$ cat src/rtl/rv32i_pkg.sv
// Shared RV32I load/store definitions: opcodes, access sizes, LSU states
// and small decode helpers used by load_store_unit and lsu_lane_align.
package rv32i_pkg;

  localparam logic [6:0] OPC_LOAD  = 7'b0000011;
  localparam logic [6:0] OPC_STORE = 7'b0100011;

  // Access size is carried in funct3[1:0]; funct3[2] selects zero-extension.
  typedef enum logic [1:0] {
    SZ_BYTE = 2'b00,
    SZ_HALF = 2'b01,
    SZ_WORD = 2'b10
  } lsu_size_t;

  typedef enum logic [1:0] {
    IDLE   = 2'b00,
    ACCESS = 2'b01,
    DONE   = 2'b10
  } lsu_state_t;

  function automatic logic funct3_legal(input logic is_store, input logic [2:0] f3);
    if (is_store) return (f3 == 3'b000) || (f3 == 3'b001) || (f3 == 3'b010);
    return (f3 == 3'b000) || (f3 == 3'b001) || (f3 == 3'b010) ||
           (f3 == 3'b100) || (f3 == 3'b101);
  endfunction

  // Byte offset actually used for the access: halves drop bit 0, words use 0.
  function automatic logic [1:0] eff_off(input lsu_size_t sz, input logic [1:0] off);
    case (sz)
      SZ_BYTE: return off;
      SZ_HALF: return {off[1], 1'b0};
      default: return 2'b00;
    endcase
  endfunction

  function automatic logic is_misaligned(input lsu_size_t sz, input logic [1:0] off);
    case (sz)
      SZ_HALF: return off[0];
      SZ_WORD: return off != 2'b00;
      default: return 1'b0;
    endcase
  endfunction

endpackage

$ cat src/rtl/lsu_lane_align.sv
// Byte-lane steering for the LSU: byte enables and replicated write data
// for an outgoing request, and shift/extend of returned read data.
module lsu_lane_align
  import rv32i_pkg::*;
(
  input  lsu_size_t   req_size,
  input  logic [1:0]  req_off,
  input  logic [31:0] store_data,
  output logic [3:0]  sel,
  output logic [31:0] wdata,
  input  lsu_size_t   ld_size,
  input  logic        ld_unsigned,
  input  logic [1:0]  ld_off,
  input  logic [31:0] rdata,
  output logic [31:0] load_data
);

  logic [31:0] shifted;

  // Request side: byte enables and lane-replicated store data.
  always_comb begin
    sel   = 4'b1111;
    wdata = store_data;
    case (req_size)
      SZ_BYTE: begin
        sel   = 4'b0001 << req_off;
        wdata = {4{store_data[7:0]}};
      end
      SZ_HALF: begin
        sel   = 4'b0011 << {req_off[1], 1'b0};
        wdata = {2{store_data[15:0]}};
      end
      default: begin
        sel   = 4'b1111;
        wdata = store_data;
      end
    endcase
  end

  // Response side: bring the addressed lane down to bit 0, then extend.
  always_comb begin
    shifted   = rdata >> {ld_off, 3'b000};
    load_data = shifted;
    case (ld_size)
      SZ_BYTE: load_data = ld_unsigned ? {24'h0, shifted[7:0]}
                                       : {{24{shifted[7]}}, shifted[7:0]};
      SZ_HALF: load_data = ld_unsigned ? {16'h0, shifted[15:0]}
                                       : {{16{shifted[15]}}, shifted[15:0]};
      default: load_data = shifted;
    endcase
  end

endmodule

$ cat src/rtl/load_store_unit.sv
// RV32I load/store unit: runs one handshaked data-bus access per memory
// instruction, stalls the core while it is outstanding and returns
// formatted load data. Optional build macro LSU_MISALIGN_TRAP_EN makes
// misaligned halves/words complete immediately with misaligned=1 and no
// bus access; without it the low offending address bits are ignored.
//
//   state  | meaning
//   IDLE   | waiting for a load/store opcode
//   ACCESS | bus strobe held until bus_ack or timeout
//   DONE   | one-cycle completion, done=1, core released
module load_store_unit
  import rv32i_pkg::*;
#(
  parameter int TIMEOUT_CYCLES = 16,
  parameter int CNT_W          = $clog2(TIMEOUT_CYCLES + 1)
) (
  input  logic        clk,
  input  logic        rst,
  input  logic [6:0]  opcode,
  input  logic [2:0]  funct3,
  input  logic [31:0] read_address,
  input  logic [31:0] write_address,
  input  logic [31:0] store_data,
  input  logic [31:0] bus_rdata,
  input  logic        bus_ack,
  output logic        bus_read,
  output logic        bus_write,
  output logic [31:0] bus_addr,
  output logic [31:0] bus_wdata,
  output logic [3:0]  bus_sel,
  output logic [31:0] load_data,
  output logic        stall,
  output logic        done,
  output logic        bus_error,
  output logic        misaligned
);

  lsu_state_t  state;
  logic [CNT_W-1:0] cnt;
  lsu_size_t   ld_size;
  logic        ld_unsigned;
  logic [1:0]  ld_off;
  logic        acc_is_load;

  logic        is_load, is_store, mem_op, legal, mis_req;
  logic [31:0] addr;
  lsu_size_t   req_size;
  logic [1:0]  req_off;
  logic [3:0]  sel_req;
  logic [31:0] wdata_req;
  logic [31:0] fmt_data;

  assign is_load  = (opcode == OPC_LOAD);
  assign is_store = (opcode == OPC_STORE);
  assign mem_op   = is_load | is_store;
  assign addr     = is_store ? write_address : read_address;
  assign req_size = lsu_size_t'(funct3[1:0]);
  assign req_off  = eff_off(req_size, addr[1:0]);
  assign legal    = funct3_legal(is_store, funct3);

`ifdef LSU_MISALIGN_TRAP_EN
  assign mis_req = is_misaligned(req_size, addr[1:0]);
`else
  assign mis_req = 1'b0;
`endif

  // Stall is combinational so the core freezes in the cycle the op is seen.
  assign stall = rst & (((state == IDLE) & mem_op) | (state == ACCESS));

  lsu_lane_align u_align (
    .req_size    (req_size),
    .req_off     (req_off),
    .store_data  (store_data),
    .sel         (sel_req),
    .wdata       (wdata_req),
    .ld_size     (ld_size),
    .ld_unsigned (ld_unsigned),
    .ld_off      (ld_off),
    .rdata       (bus_rdata),
    .load_data   (fmt_data)
  );

  // Access FSM, timeout counter and all registered outputs.
  always_ff @(posedge clk or negedge rst) begin
    if (!rst) begin
      state       <= IDLE;
      cnt         <= '0;
      ld_size     <= SZ_BYTE;
      ld_unsigned <= 1'b0;
      ld_off      <= 2'b00;
      acc_is_load <= 1'b0;
      bus_read    <= 1'b0;
      bus_write   <= 1'b0;
      bus_addr    <= '0;
      bus_wdata   <= '0;
      bus_sel     <= '0;
      load_data   <= '0;
      done        <= 1'b0;
      bus_error   <= 1'b0;
      misaligned  <= 1'b0;
    end else begin
      done <= 1'b0;
      case (state)
        IDLE: begin
          if (mem_op) begin
            if (!legal) begin
              state      <= DONE;
              done       <= 1'b1;
              bus_error  <= 1'b1;
              misaligned <= 1'b0;
              load_data  <= '0;
            end else if (mis_req) begin
              state      <= DONE;
              done       <= 1'b1;
              bus_error  <= 1'b0;
              misaligned <= 1'b1;
              load_data  <= '0;
            end else begin
              state       <= ACCESS;
              cnt         <= '0;
              bus_read    <= is_load;
              bus_write   <= is_store;
              bus_addr    <= {addr[31:2], 2'b00};
              bus_sel     <= sel_req;
              bus_wdata   <= wdata_req;
              ld_size     <= req_size;
              ld_unsigned <= funct3[2];
              ld_off      <= req_off;
              acc_is_load <= is_load;
              load_data   <= '0;
              bus_error   <= 1'b0;
              misaligned  <= 1'b0;
            end
          end
        end
        ACCESS: begin
          if (bus_ack) begin
            if (acc_is_load) load_data <= fmt_data;
            bus_read  <= 1'b0;
            bus_write <= 1'b0;
            done      <= 1'b1;
            state     <= DONE;
          end else if (cnt == CNT_W'(TIMEOUT_CYCLES - 1)) begin
            bus_read  <= 1'b0;
            bus_write <= 1'b0;
            bus_error <= 1'b1;
            load_data <= '0;
            done      <= 1'b1;
            state     <= DONE;
          end else begin
            cnt <= cnt + CNT_W'(1);
          end
        end
        DONE: state <= IDLE;
        default: state <= IDLE;
      endcase
    end
  end

endmodule
$ cat config.mk
export PLATFORM = sky130hd
export DESIGN_NAME = load_store_unit
export DESIGN_NICKNAME = d
export VERILOG_FILES = /design/src/rtl/rv32i_pkg.sv /design/src/rtl/lsu_lane_align.sv /design/src/rtl/load_store_unit.sv
export SDC_FILE = /design/constraint.sdc
export NUM_CORES = 1
export LEC_CHECK = 0
export CAP_MARGIN = 0
export CORE_ASPECT_RATIO = 0.5
export CORE_UTILIZATION = 39
export CTS_BUF_LIST = sky130_fd_sc_hd__clkbuf_8
export DETAILED_ROUTE_END_ITERATION = 7
export GPL_TIMING_DRIVEN = 0
export PLACE_DENSITY = 0.78
export SETUP_SLACK_MARGIN = 0.1
export SYNTH_ARGS = -nofsm -noshare
export SYNTH_HDL_FRONTEND = slang
export SYNTH_SLANG_ARGS = --single-unit
$ cat constraint.sdc
create_clock -name clk -period 2.07 [get_ports clk]
set_input_delay 0.3105 -clock clk [delete_from_list [all_inputs] [get_ports clk]]
set_output_delay 0.3105 -clock clk [all_outputs]
set_load 0.01 [all_outputs]
After elaboration in Yosys (flattened, before gate mapping):

Index checks and enable logic that the tools add are counted.

* register bits after elaboration: 115
* bits in read-only memories: 0
* bits of input ports: 141
* bits in writable memories: 0
* bits in latches: 0
* word-level logic and storage cells: 96
* output and inout bits: 106
* memories: 0

* bitwise gates (word level): 4
* mux-type cells: 42
* equal/unequal tests: 17
* $lt $le $gt $ge: 0
* divide/modulo/power cells: 0
* reductions and logical operators: 15
* multiply operators: 0
* $add $sub $neg: 1
* shifts and indexed selects: 3

Operator list (number)
* $mux 32: 7
* $pmux 32 s2: 3
* $shr 32x5->32: 1
* $mux 5: 4
* $mux 1: 16
* $reduce_and 4->1: 3
* $pmux 5 s2: 1
* $mux 2: 4
* $ne 2x2->1 const B: 4
* $pmux 1 s2: 4
* $pmux 2 s2: 2
* $pmux 4 s2: 1
* $eq 7x2->1 const B: 1
* $eq 7x6->1 const B: 1
* $eq 2x1->1 const B: 3
* $eq 3x3->1 const B: 2
* $logic_not 2->1: 3
* $add 5x1->5 const B: 1
* $eq 5x4->1 const B: 1
* $reduce_and 5->1: 1
* $logic_or 1x1->1: 4
* $shl 1x2->4 const A: 1
* $shl 2x2->4 const A: 1
* $eq 3x1->1 const B: 1
* 10 further kinds: 12

Longest topological paths before layout:

* depth after elaboration: 9
* gate-level depth with buffers: 9
* mapped depth without buffers: 9

Hierarchy:

From an unflattened synthesis, not the netlist that was laid out.

* cell total of the unflattened synthesis: 607
* area, all modules: 6293.5 µm²

Modules (own cells, without submodules)
* load_store_unit: area an instance 5144.9 µm², times used 1, cells each 440, sequential area each 2877.8 µm²
* lsu_lane_align: area an instance 1148.6 µm², times used 1, cells each 167, sequential area each 0.0 µm²

Worst setup path before layout:

No wires, ideal clock.

* path kind: reg-to-reg
* start point: register cnt[0]
* end point: register cnt[3]
* data arrival time: 2125 ps
* path buffers: 0
* period minus slack after synthesis: 2191 ps
* setup time: 66 ps
* setup slack: -121 ps
* data required time: 2004 ps
* stages on the path, launching flop included: 9
* path through: dfrtp_1 > ha_1 > and3_1 > ha_1 > nor4b_2 > inv_1 > a22o_1 > or4b_1 > nand2_1

* word-level cells in the longest chain between the ends: 4
* elaborated cells between the ends (all ways): 7
* classes of those cells: add/sub: 1; eq/ne: 2; mux: 3; reduce/logical: 1

Ends and longest elaborated chain
* start, declared: RTL line load_store_unit.sv:39 `logic [CNT_W-1:0] cnt;`
* start signal, assigned: RTL line load_store_unit.sv:151 `cnt <= cnt + CNT_W'(1);`
* $add 5x1->5: RTL line load_store_unit.sv:151
* $mux 5: RTL line load_store_unit.sv:143 `end else if (cnt == CNT_W'(TIMEOUT_CYCLES - 1)) begin`
* $mux 5: RTL line load_store_unit.sv:137 `if (bus_ack) begin`
* $pmux 5 s2: RTL line load_store_unit.sv:103 `case (state)`

Parallel ways exist; a longest one is shown, timed or not. The select of a mux whose other input is x is not followed.
A chain may end at the register's enable or synchronous reset.

Final worst setup path:

* start point: register cnt[1]
* end point: register cnt[3]

Same word-level chain as after synthesis.

==> flow_summary.toml <==
[pwr]
pwr-share-clk_pct = 34.4
p_leak_nw = 4.21
power.share.combinational_pct = 24.4
total_power_mw = 6.43
p_sw_share_pct = 27.6
power_density_nw_per_um2 = 712
internal-power_mw = 4.66
seq_power_share_pct = 41.1
p_sw_mw = 1.78
peakVddDrop_v = 0.000415

[sta]
tns_ns = -0.104
slew_viol_final = 0
fin_ws_ns = -0.0862
timing.final.crit_share_pct = 104
relSlewSlack_pct = 42.4
rsz0062_at_grt = "yes"
hold_viol_final = 0
fmax_ghz = 0.464
hold_ws_ns = 0.438
setup_viol = 2
fin_skew_ns = 0.0151
worst_slew_pin_slew_ns = 0.864
fin_crit_ns = 2.16

[critical_path]
crit_chain = "ha_2, and3_4, ha_4, nor4b_4, inv_2, a22o_4, or4b_4, nand2_2"
worstSetupStartpointType = "flip-flop"
crit_buf_inv = 1
cp.required_ns = 2.43
slowest_stage = "or4b_4"
endpoint_kind = "flip-flop"
critPathArrivalTime_ns = 2.52
critical_path_class = "flip-flop to flip-flop"
crit_fanout = 3
crit_family = "simple AND/OR/NAND/NOR gates"
cpPeakStageDelay_ns = 0.48

[global_route]
grt-ovfl-total = 0
gr-usage-met1_pct = 28.5
grt_pass1_wl_um = 28400
grt_pass1_vias = 5438
grt.busiest_layer = "met2"
antenna_found_initial = 0
track_usage_pct = 25.4
grt_max_degree = 66
met2_usage_pct = 45.2
met3_usage_pct = 6.99

[clock_tree]
h-tree-depth = 4
cts.clk_slew.worst_paths_ns = 0.08
clock_sinks = 115
insertion_delay_ns = 0.43
cts_inserted_buffers = 17
clockRootBuffer = "clkbuf_8"
cts_tree = "done"
clockBufferDepth = 2

[floorplanning]
num_rows = 30
die_w_um = 171
initial_core_util_pct = 40.7
dieArea_um2 = 14900
coreArea_um2 = 13800
die_y_um = 86.7
io_pins = 247

[final_layout]
final_cell_mix = "clkdlybuf4s50_1 (237), dfrtp_1 (114), nand2_1 (75), mux2i_1 (72), o21ai_0 (38)"
finalNonFillerCells = 1016
area_growth_pct = 61.4
num_antenna_cells = 0
drive_above_1_share_pct = 14.7
fillers = 1057
final_net_count = 955
final_common_cell = "clkdlybuf4s50_1"

[route]
ant_nets = 0
drt_iter0_markers = 395
finalWirelength_um = 19300
wl_per_cell_um = 19.0
avgViaCountPerCell = 5.33
drcViolationCount = 0
vias = 5418
first_pass_iters = 7

[job]
max_cap_violations = 0

[min_path]
worstHoldPathType = "input port to asynchronous set/reset pin"

[synthesis]
synth_async_sr_flop_share_pct = 100
ys_warn_count = 0
ys_ff_latch = 115
syn_inst = 529
ys_types = 48
synth-edff-count = 0
synth-seq-area-share_pct = 51.4
synth_ff_type = "dfrtp_1"
syn_area_um2 = 5600
synth_area_per_cell_um2 = 10.6

[place]
dpl.cell_count = 966
dp_hpwl_um = 13300
place_ws_ns = -0.538
port_buffers = 242
place_congestion = 0.854

[status]
violations = "setup timing"
status = "complete, but fails checks"
[cells in the mapped netlist, drive strengths merged, types with 4 or more instances]
library cell	number	area [µm²]
clkbuf	15	56.3
inv	6	22.5
a211o	15	131
nand2	77	292
mux2	15	169
dfrtp	115	2880
o22ai	4	25.0
nor2	24	95.1
a32o	7	70.1
mux2i	74	741
nor2b	10	65.1
a21oi	21	105
o2bb2ai	10	87.6
buf	25	129
o21ai	67	335
nand3	5	42.5
a221o	8	80.1
[path summary, 6_finish.rpt]
check / cells after the start / to / slack, ns / from
max in group asynchronous: 3 / bus_wdata[1] / 1.37 / rst
hold reg to reg: 2 / bus_addr[20] / 0.48 / bus_addr[20]
min in group clk: 2 / bus_addr[20] / 0.48 / bus_addr[20]
hold / removal: 3 / load_data[26] / 0.44 / rst
setup reg to reg: 8 / cnt[3] / -0.09 / cnt[1]
setup / recovery: 8 / cnt[3] / -0.09 / cnt[1]
[metrics by stage]
| stage | util [%] | area, µm² |
|---|---|---|
| final | 65.6 | 9040 |
| after global routing | 65.6 | 9040 |
| after CTS | 64.6 | 8900 |
| after detailed placement | 60.5 | 8330 |
| after global placement | 60.3 | 8300 |
| after floorplan | - | 5640 |
[flip-flops by register name, indices dropped and copies added (netlist names), 2 cells and up]
register and cells:
bus_addr 30, bus_sel 4, bus_wdata 32, cnt 5, ld_off 2, ld_size 2, load_data 32, state 2
[what timing repair did]
item,4_1_cts,5_1_grt
resized for setup,18,31
hold endpoints to repair,51,0
hold buffers,2,0
setup buffers,13,6
setup endpoints to repair,102,92
gates cloned,0,1
pin swaps,8,7
[kinds of logic after synthesis]
family | Yosys count | share of synthesized area [%]
other | 1 | 0.0669
AND/OR/NAND/NOR | 131 | 11.4
flip-flops | 115 | 51.4
AO/OA/AOI/OAI | 145 | 16.8
buffers and inverters | 46 | 3.71
multiplexers | 89 | 16.2
adder cells (fa/ha/maj) | 2 | 0.447
[worst min-delay path: stages]
cell	delay, ns
dlygate4sd3_1	0.55
buf_6	0.16
buf_16	0.22
[routing by layer]
| layer | part of all wire [%] | vias to the layer above |
|---|---|---|
| met5 | 0 | - |
| met2 | 50 | 261 |
| met1 | 40 | 2638 |
| met4 | 3.4 | 0 |
| li1 | - | 2466 |
| met3 | 7.4 | 53 |
[power by group through the flow]
stage	Clock (mW)	Combinational, mW	Sequential (mW)
5_1_grt	2.34	1.69	2.68
2_1_floorplan	0	0.455	2.78
3_5_place_dp	0	1.50	2.68
4_1_cts	2.24	1.54	2.64
3_3_place_gp	0	1.47	2.67
6_report	2.21	1.57	2.65
[cell type report]
cell class,instances,area [µm²],share of cell area [%]
repair buffers,262,2650,29.3
flip-flops and latches,115,2880,31.8
plain buffers,40,214,2.37
inverters,6,25.0,0.277
well taps,192,240,2.66
multi-input cells,370,2620,29.0
clock inverters,11,135,1.49
clock buffers,20,275,3.04
(Power assumes the default switching activity.)
